==> src/rtl/bru_issue_queue.sv <==
// bru_issue_queue: age-ordered collapsing issue queue feeding the single BRU execute pipe.
// Ports:
//   clk, reset        clock; synchronous active-high reset
//   flush             kills every entry and blocks issue/dispatch this cycle
//   disp_*            dispatch handshake (disp_valid/disp_ready), ROB index, two source tags
//                     with ready bits, opaque payload
//   wake_valid/tag    WAKE_N result-tag broadcast ports, port k at wake_tag[k*TAG_W +: TAG_W]
//   iss_*             issued op (no backpressure), zero when nothing issues
//   count             number of occupied slots
// Build option: define BRU_IQ_IN_ORDER_EN to restrict issue to the head slot (program order).
module bru_issue_queue #(
    parameter int DEPTH     = 4,
    parameter int TAG_W     = 6,
    parameter int ROB_W     = 4,
    parameter int PAYLOAD_W = 128,
    parameter int WAKE_N    = 3,
    localparam int CW       = $clog2(DEPTH + 1),
    localparam int IW       = $clog2(DEPTH)
) (
    input  logic                    clk,
    input  logic                    reset,
    input  logic                    flush,
    input  logic                    disp_valid,
    output logic                    disp_ready,
    input  logic [ROB_W-1:0]        disp_rob,
    input  logic [TAG_W-1:0]        disp_src1_tag,
    input  logic                    disp_src1_rdy,
    input  logic [TAG_W-1:0]        disp_src2_tag,
    input  logic                    disp_src2_rdy,
    input  logic [PAYLOAD_W-1:0]    disp_payload,
    input  logic [WAKE_N-1:0]       wake_valid,
    input  logic [WAKE_N*TAG_W-1:0] wake_tag,
    output logic                    iss_valid,
    output logic [ROB_W-1:0]        iss_rob,
    output logic [PAYLOAD_W-1:0]    iss_payload,
    output logic [CW-1:0]           count
);
    typedef struct packed {
        logic                 valid;
        logic [ROB_W-1:0]     rob;
        logic [TAG_W-1:0]     t1;
        logic                 r1;
        logic [TAG_W-1:0]     t2;
        logic                 r2;
        logic [PAYLOAD_W-1:0] payload;
    } entry_t;

    entry_t         q [DEPTH];
    entry_t         q_next [DEPTH];
    entry_t         e;
    logic [DEPTH-1:0] elig;
    logic [IW-1:0]  sel;
    logic [CW-1:0]  count_next, wr_idx;
    logic           accept;

    function automatic logic woke(input logic [TAG_W-1:0] t, input logic [WAKE_N-1:0] v,
                                  input logic [WAKE_N*TAG_W-1:0] tags);
        woke = 1'b0;
        for (int k = 0; k < WAKE_N; k++)
            woke |= v[k] && (tags[k*TAG_W +: TAG_W] == t);
    endfunction

    assign disp_ready = (count < CW'(DEPTH)) && !flush;

    // Select works from registered state only, so a wakeup is seen one cycle later.
    always_comb begin
        elig = '0;
        for (int i = 0; i < DEPTH; i++)
            elig[i] = q[i].valid && q[i].r1 && q[i].r2;
`ifdef BRU_IQ_IN_ORDER_EN
        elig[DEPTH-1:1] = '0;
`endif
        sel = '0;
        for (int i = DEPTH - 1; i >= 0; i--)
            if (elig[i]) sel = IW'(i);
        iss_valid   = (|elig) && !flush;
        iss_rob     = iss_valid ? q[sel].rob : '0;
        iss_payload = iss_valid ? q[sel].payload : '0;
    end

    // Compact above the issued slot, apply wakeups, then write the new op at the tail.
    always_comb begin
        accept     = disp_valid && disp_ready;
        wr_idx     = count - CW'(iss_valid);
        count_next = count + CW'(accept) - CW'(iss_valid);
        e          = '0;
        for (int i = 0; i < DEPTH; i++) begin
            e = (iss_valid && IW'(i) >= sel) ? q[(i + 1) % DEPTH] : q[i];
            if (iss_valid && IW'(i) >= sel && i == DEPTH - 1) e.valid = 1'b0;
            e.r1 = e.r1 | woke(e.t1, wake_valid, wake_tag);
            e.r2 = e.r2 | woke(e.t2, wake_valid, wake_tag);
            if (accept && wr_idx == CW'(i))
                e = '{1'b1, disp_rob,
                      disp_src1_tag, disp_src1_rdy | woke(disp_src1_tag, wake_valid, wake_tag),
                      disp_src2_tag, disp_src2_rdy | woke(disp_src2_tag, wake_valid, wake_tag),
                      disp_payload};
            q_next[i] = e;
        end
    end

    always_ff @(posedge clk) begin
        if (reset || flush) begin
            count <= '0;
            for (int i = 0; i < DEPTH; i++) q[i] <= '0;
        end else begin
            count <= count_next;
            q     <= q_next;
        end
    end
endmodule
==> config.mk <==
export PLATFORM = sky130hd
export DESIGN_NAME = bru_issue_queue
export DESIGN_NICKNAME = d
export VERILOG_FILES = /design/src/rtl/bru_issue_queue.sv
export SDC_FILE = /design/constraint.sdc
export NUM_CORES = 2
export LEC_CHECK = 0
export CAP_MARGIN = 20
export CELL_PAD_IN_SITES_DETAIL_PLACEMENT = 0
export CELL_PAD_IN_SITES_GLOBAL_PLACEMENT = 1
export CORE_MARGIN = 2
export CORE_UTILIZATION = 52
export DETAILED_ROUTE_END_ITERATION = 8
export DONT_BUFFER_PORTS = 1
export HOLD_SLACK_MARGIN = 0.05
export PLACE_DENSITY = 0.92
export SYNTH_ARGS = -nofsm -noshare
export SYNTH_HDL_FRONTEND = slang
export SYNTH_SLANG_ARGS = --single-unit
==> constraint.sdc <==
create_clock -name clk -period 6.5 [get_ports clk]
set_input_delay 1.95 -clock clk [delete_from_list [all_inputs] [get_ports clk]]
set_output_delay 1.95 -clock clk [all_outputs]
set_load 0.05 [all_outputs]
==> After elaboration in Yosys (flattened, before gate mapping) <==
Index checks and enable logic that the tools add are counted.
{ "totals": {"regBits": 591, "word_cells": 177} }
{ "classes": {"addsub": 3, "n_lt_le_gt_ge": 6, "n_eq_ne": 33, "mux": 18, "bitwise_logic": 31, "reduce_logical": 57} }
{ "op_table": {"columns": ["cell", "count"], "rows": [
  ["147-bit 2-to-1 mux", 8],
  ["147-bit binary-select mux with 2-bit select", 1],
  ["146-bit 2-to-1 mux", 2],
  ["6-bit equality test", 30],
  ["128-bit 2-to-1 mux", 1],
  ["1-bit logical AND", 49],
  ["1-bit bitwise OR", 30],
  ["2-bit 2-to-1 mux", 4],
  ["2-bit nonzero test", 4],
  ["3-bit by 2-bit equality test with 1-bit output, second input constant", 2],
  ["3-bit by 1-bit subtractor with 3-bit output", 2],
  ["1-bit by 2-bit greater-or-equal comparator with 1-bit output, first input constant", 2],
  ["2-bit greater-or-equal comparator, first input constant", 2],
  ["4-bit 2-to-1 mux", 1],
  ["4-bit OR reduction", 1],
  ["3-bit by 1-bit adder with 3-bit output", 1],
  ["3-bit by 1-bit equality test with 1-bit output, second input constant", 1],
  ["3-bit greater-or-equal comparator, second input constant", 1],
  ["3-bit logical NOT", 1],
  ["3-bit less-than comparator, second input constant", 1],
  ["2-bit NOT with 3-bit output", 1],
  ["1-bit logical NOT", 1],
  ["1-bit logical OR", 1],
  ["1-bit 2-to-1 mux", 1]
]} }

==> Depth between registers and ports, before layout <==
{ "depth": {"ltp_word": 15, "ltp_mapped": 14} }

==> Worst setup path before layout <==
OpenSTA, ideal clock, no wires.
{ "synth_timing": {"path_kind": "input-to-output", "startpoint": "in flush", "endpoint": "out iss_payload[116]", "arrival_ns": 3.904, "setup_slack_ns": 0.646, "path_stages": 8, "n_path_buf": 5, "cell_sequence": "buf_6 > nand4b_4 > and2_1 > buf_6 > buf_2 > buf_2 > clkbuf_1 > o22ai_1"} }
{ "synth_via": {"elab_chain_len": 3} }
{ "synth_rtl": {"columns": ["element", "line", "source"], "rows": [
  ["start: declaration", "22", "input logic flush,"],
  ["1-bit logical NOT", "76", "iss_valid = (|elig) && !flush;"],
  ["1-bit logical AND", "76", null],
  ["128-bit 2-to-1 mux", "78", "iss_payload = iss_valid ? q[sel].payload : '0;"],
  ["end: declaration", "35", "output logic [PAYLOAD_W-1:0] iss_payload,"]
]} }
Every way passes these cells.

==> Final worst setup path <==
{ "layout_timing": {"startpoint": "reg q[128] (netlist name)", "endpoint": "out iss_payload[42]"} }
{ "layout_via": {"elab_chain_len": 10, "elab_cells_between_ends": 12} }
{ "layout_rtl": {"columns": ["element", "line", "source"], "rows": [
  ["start: declaration", "48", "entry_t q [DEPTH];"],
  ["start signal: assignment", "107", "q <= q_next;"],
  ["1-bit logical AND (*)", "69", "elig[i] = q[i].valid && q[i].r1 && q[i].r2;"],
  ["2-bit 2-to-1 mux (4 in a row)", "75", "if (elig[i]) sel = IW'(i);"],
  ["2-bit NOT with 3-bit output (not written as such)", "78", null],
  ["147-bit binary-select mux with 2-bit select", "78", null],
  ["146-bit 2-to-1 mux (not written as such) (2 in a row)", "78", null],
  ["128-bit 2-to-1 mux (*)", "78", null]
]} }
Every way passes the cells marked *; elsewhere a longest branch is shown, timed or not. The select of a mux whose other input is x is not followed.

==> metrics.cfg <==
[status]
status = finished clean

[synth]
syn_inst = 4054
syn_area_per_cell_um2 = 7.98
synth-xor-area-share_pct = 4.44
synth_top_area_share_pct = 36.6
synth_area_um2 = 32300
yosys.area_share.simple_pct = 24.2
synth_compound_area_share_pct = 18.7
yosysWarnings = 0
synthAdderAreaFrac_pct = 0.217
async_flop_share_pct = 0
synth.area.top_cells = dfxtp_1 (37%), a311oi_1 (15%), nand2_1 (13%), mux4_2 (8.5%), nor2_1 (7.0%)
synth_top_family_by_area = simple AND/OR/NAND/NOR gates
ys_seq_elements = 591
ys_types = 63
synth_mux_area_share_pct = 10.2
synth_ff_type = dfxtp_1
synth_sequential_area_ratio_pct = 36.6
syn_nets = 4230
synth_area_leader_cell = dfxtp_1
synth_edf_count = 0

[route]
drt_first_iter_violations = 3256
drt-pass1-iter-count = 6
post_drt_via_cell_ratio = 6.50
drt-total-wl_um = 105000
wl_per_cell_um = 22.7
drcViolationCount = 0
num_vias = 30253
antenna_left = 0

[global_route]
gr-total-overflow = 0
grt_max_degree = 207
grt_antenna_before_repair = 1
grt_pass1_vias = 27857
grt_pass1_wl_um = 162000
track_usage_pct = 31.6

[cells_and_area]
final_cells = 4654
seq_area_um2 = 11800
final.fill_count = 5648
drive_gt1_share_pct = 8.20
num_antenna_cells = 0
area_growth_syn_to_layout_pct = 7.10
multi_input_area_um2 = 18800
final_nets = 3948
post-route-util_pct = 56.2

[sta]
fmax_mhz = 182
worst_pin_slew_ns = 1.21
max_slew_margin_pct = 19.6
worst_slack_ns = 1.02
hold_violations = 0
rsz0062_at_grt = no
setup_viol = 0
slew_violations = 0
final.min_clock_period_ns = 5.49
setup_tns_ns = 0
fin_crit_sh_pct = 84.4
clock_skew_ns = 0.0134

[floorplanning]
initial_utilization_pct = 52.5
pin_count = 308
die_area_um2 = 64200
rows = 91
die_w_um = 253
coreArea_um2 = 61600
dieHeight_um = 253

[worst_setup_path]
worst_path_largest_cell_delay_ns = 0.74
end_kind = output pin
crit_type = reg2out
crit_buf_inv = 1
cp_cell_sequence = nand3_1 -> nand2b_1 -> a21boi_4 -> buf_12 -> mux4_2 -> and2_1
worst-path-max-fanout = 36
cp_num_cells = 6
crit_slowest_cell = a21boi_4
r2r_cells = 10
cp.required_ns = 4.55
critPathArrivalTime_ns = 3.54
critical_path.startpoint_type = flop
path_delay_family = simple AND/OR/NAND/NOR gates

[power]
pwr_density_cell_nw_per_um2 = 225
ir_drop_mv = 0.154
power.switching_mw = 1.82
seq_power_share_pct = 47.4
pwr-share-comb_pct = 4.5
p_leak_nw = 10.7
swShare_pct = 23.3
p_int_mw = 5.98
clkPwrFrac_pct = 48.0

[clock_tree]
cts_setup_buffers = 0
clockRootBuffer = clkbuf_16
ctsHoldBuffers = 0
cts_max_level = 3
clockBufferDepth = 3
cts_buffers = 68
clk_pin_slew_ns = 0.06
clkSinkCount = 591
cts_resized = 0
cts_tree = built
clock_latency_ns = 0.60

[worst_hold_path]
worst_hold_path_type = reg2reg
min_path_cells = 2

[placed_design]
hpwl_um = 59200
portBuffers = 0
dp.cells = 4539
place_ws_ns = 1.04
gp_congestion = 0.943

[flow_run]
timing.max_cap.violations = 0

[registers in the layout (all words and copies together) (netlist names)]
signal and flops:
q 588, count 3
[through the flow]
| stage | instance area (um^2) | total power [mW] | hold slack (ns) |
|---|---|---|---|
| 2_1_floorplan | 32300 | 4.07 | 0.450 |
| 3_3_place_gp | 32500 | 4.12 | 0.461 |
| 3_5_place_dp | 32500 | 4.12 | 0.466 |
| 4_1_cts | 34600 | 7.82 | 0.475 |
| 5_1_grt | 34600 | 8.00 | 0.504 |
| 6_report | 34600 | 7.79 | 0.472 |
[synth_stat cells, types with 29 or more instances]
| cell type | n |
|---|---|
| a21oi_1 | 30 |
| xor2_1 | 54 |
| mux2i_1 | 44 |
| a311oi_1 | 537 |
| clkbuf_1 | 327 |
| buf_2 | 60 |
| inv_1 | 29 |
| a211oi_1 | 42 |
| nand2_1 | 1107 |
| o21ai_0 | 29 |
| mux4_2 | 122 |
| buf_1 | 30 |
| and2_1 | 125 |
| xnor2_1 | 110 |
| dfxtp_1 | 591 |
| nor2_1 | 601 |
[placed cells by master (no fill, tap or decap), drive strengths merged, types with 29 or more instances in the layout]
cell type and instances:
a211oi 42, xnor2 110, o21ai 29, and2 125, a21oi 30, mux2i 51
a311oi 537, nand2 1107, xor2 54, clkbuf 105, inv 33, buf 71
nor2 601, mux4 122, dfxtp 591
[cell type report]
class                      count  share of cell area (%)
clock buffer                 105                    5.84
tap                          837                    3.02
clock inverter                10                   0.271
inverter                      33                   0.379
multi-input combinational   3007                    54.2
sequential                   591                    34.2
timing repair buffer          71                    2.15
[path summary, 6_finish.rpt]
check / to / from / slack [ns]
max: iss_payload[42] / q[128] / 1.02
min: q[146] / q[146] / 0.47
max reg2reg: q[114] / q[422] / 2.42
min reg2reg: q[146] / q[146] / 0.47
[logic make-up after synthesis]
logic type | count (synthesis)
simple gates | 1933
compound gates | 732
flops | 591
buf+inv | 456
mux | 173
xor+xnor | 164
fa+ha+maj | 5
[per-layer routing]
layer  wire length, um  vias up  global-route usage [%]
met5                13        -                       0
met4              3700        2                    12.9
met3             10700      263                    6.67
met2             47300     1548                    48.5
met1             43600    14605                    43.3
li1                  -    13835                       -
[power by group through the flow]
stage	sequential, mW	combinational [mW]	clock (mW)
after detailed placement	3.78	0.346	0
final	3.70	0.353	3.74
after floorplan	3.77	0.303	0
after global routing	3.70	0.383	3.92
after global placement	3.78	0.343	0
after CTS	3.70	0.348	3.78
[tightest hold or removal path, cell delays in order (launching register included)]
cell	delay, ns
dfxtp_1	0.32
nand2_1	0.06
a21oi_1	0.05
(Power assumes the default switching activity.)
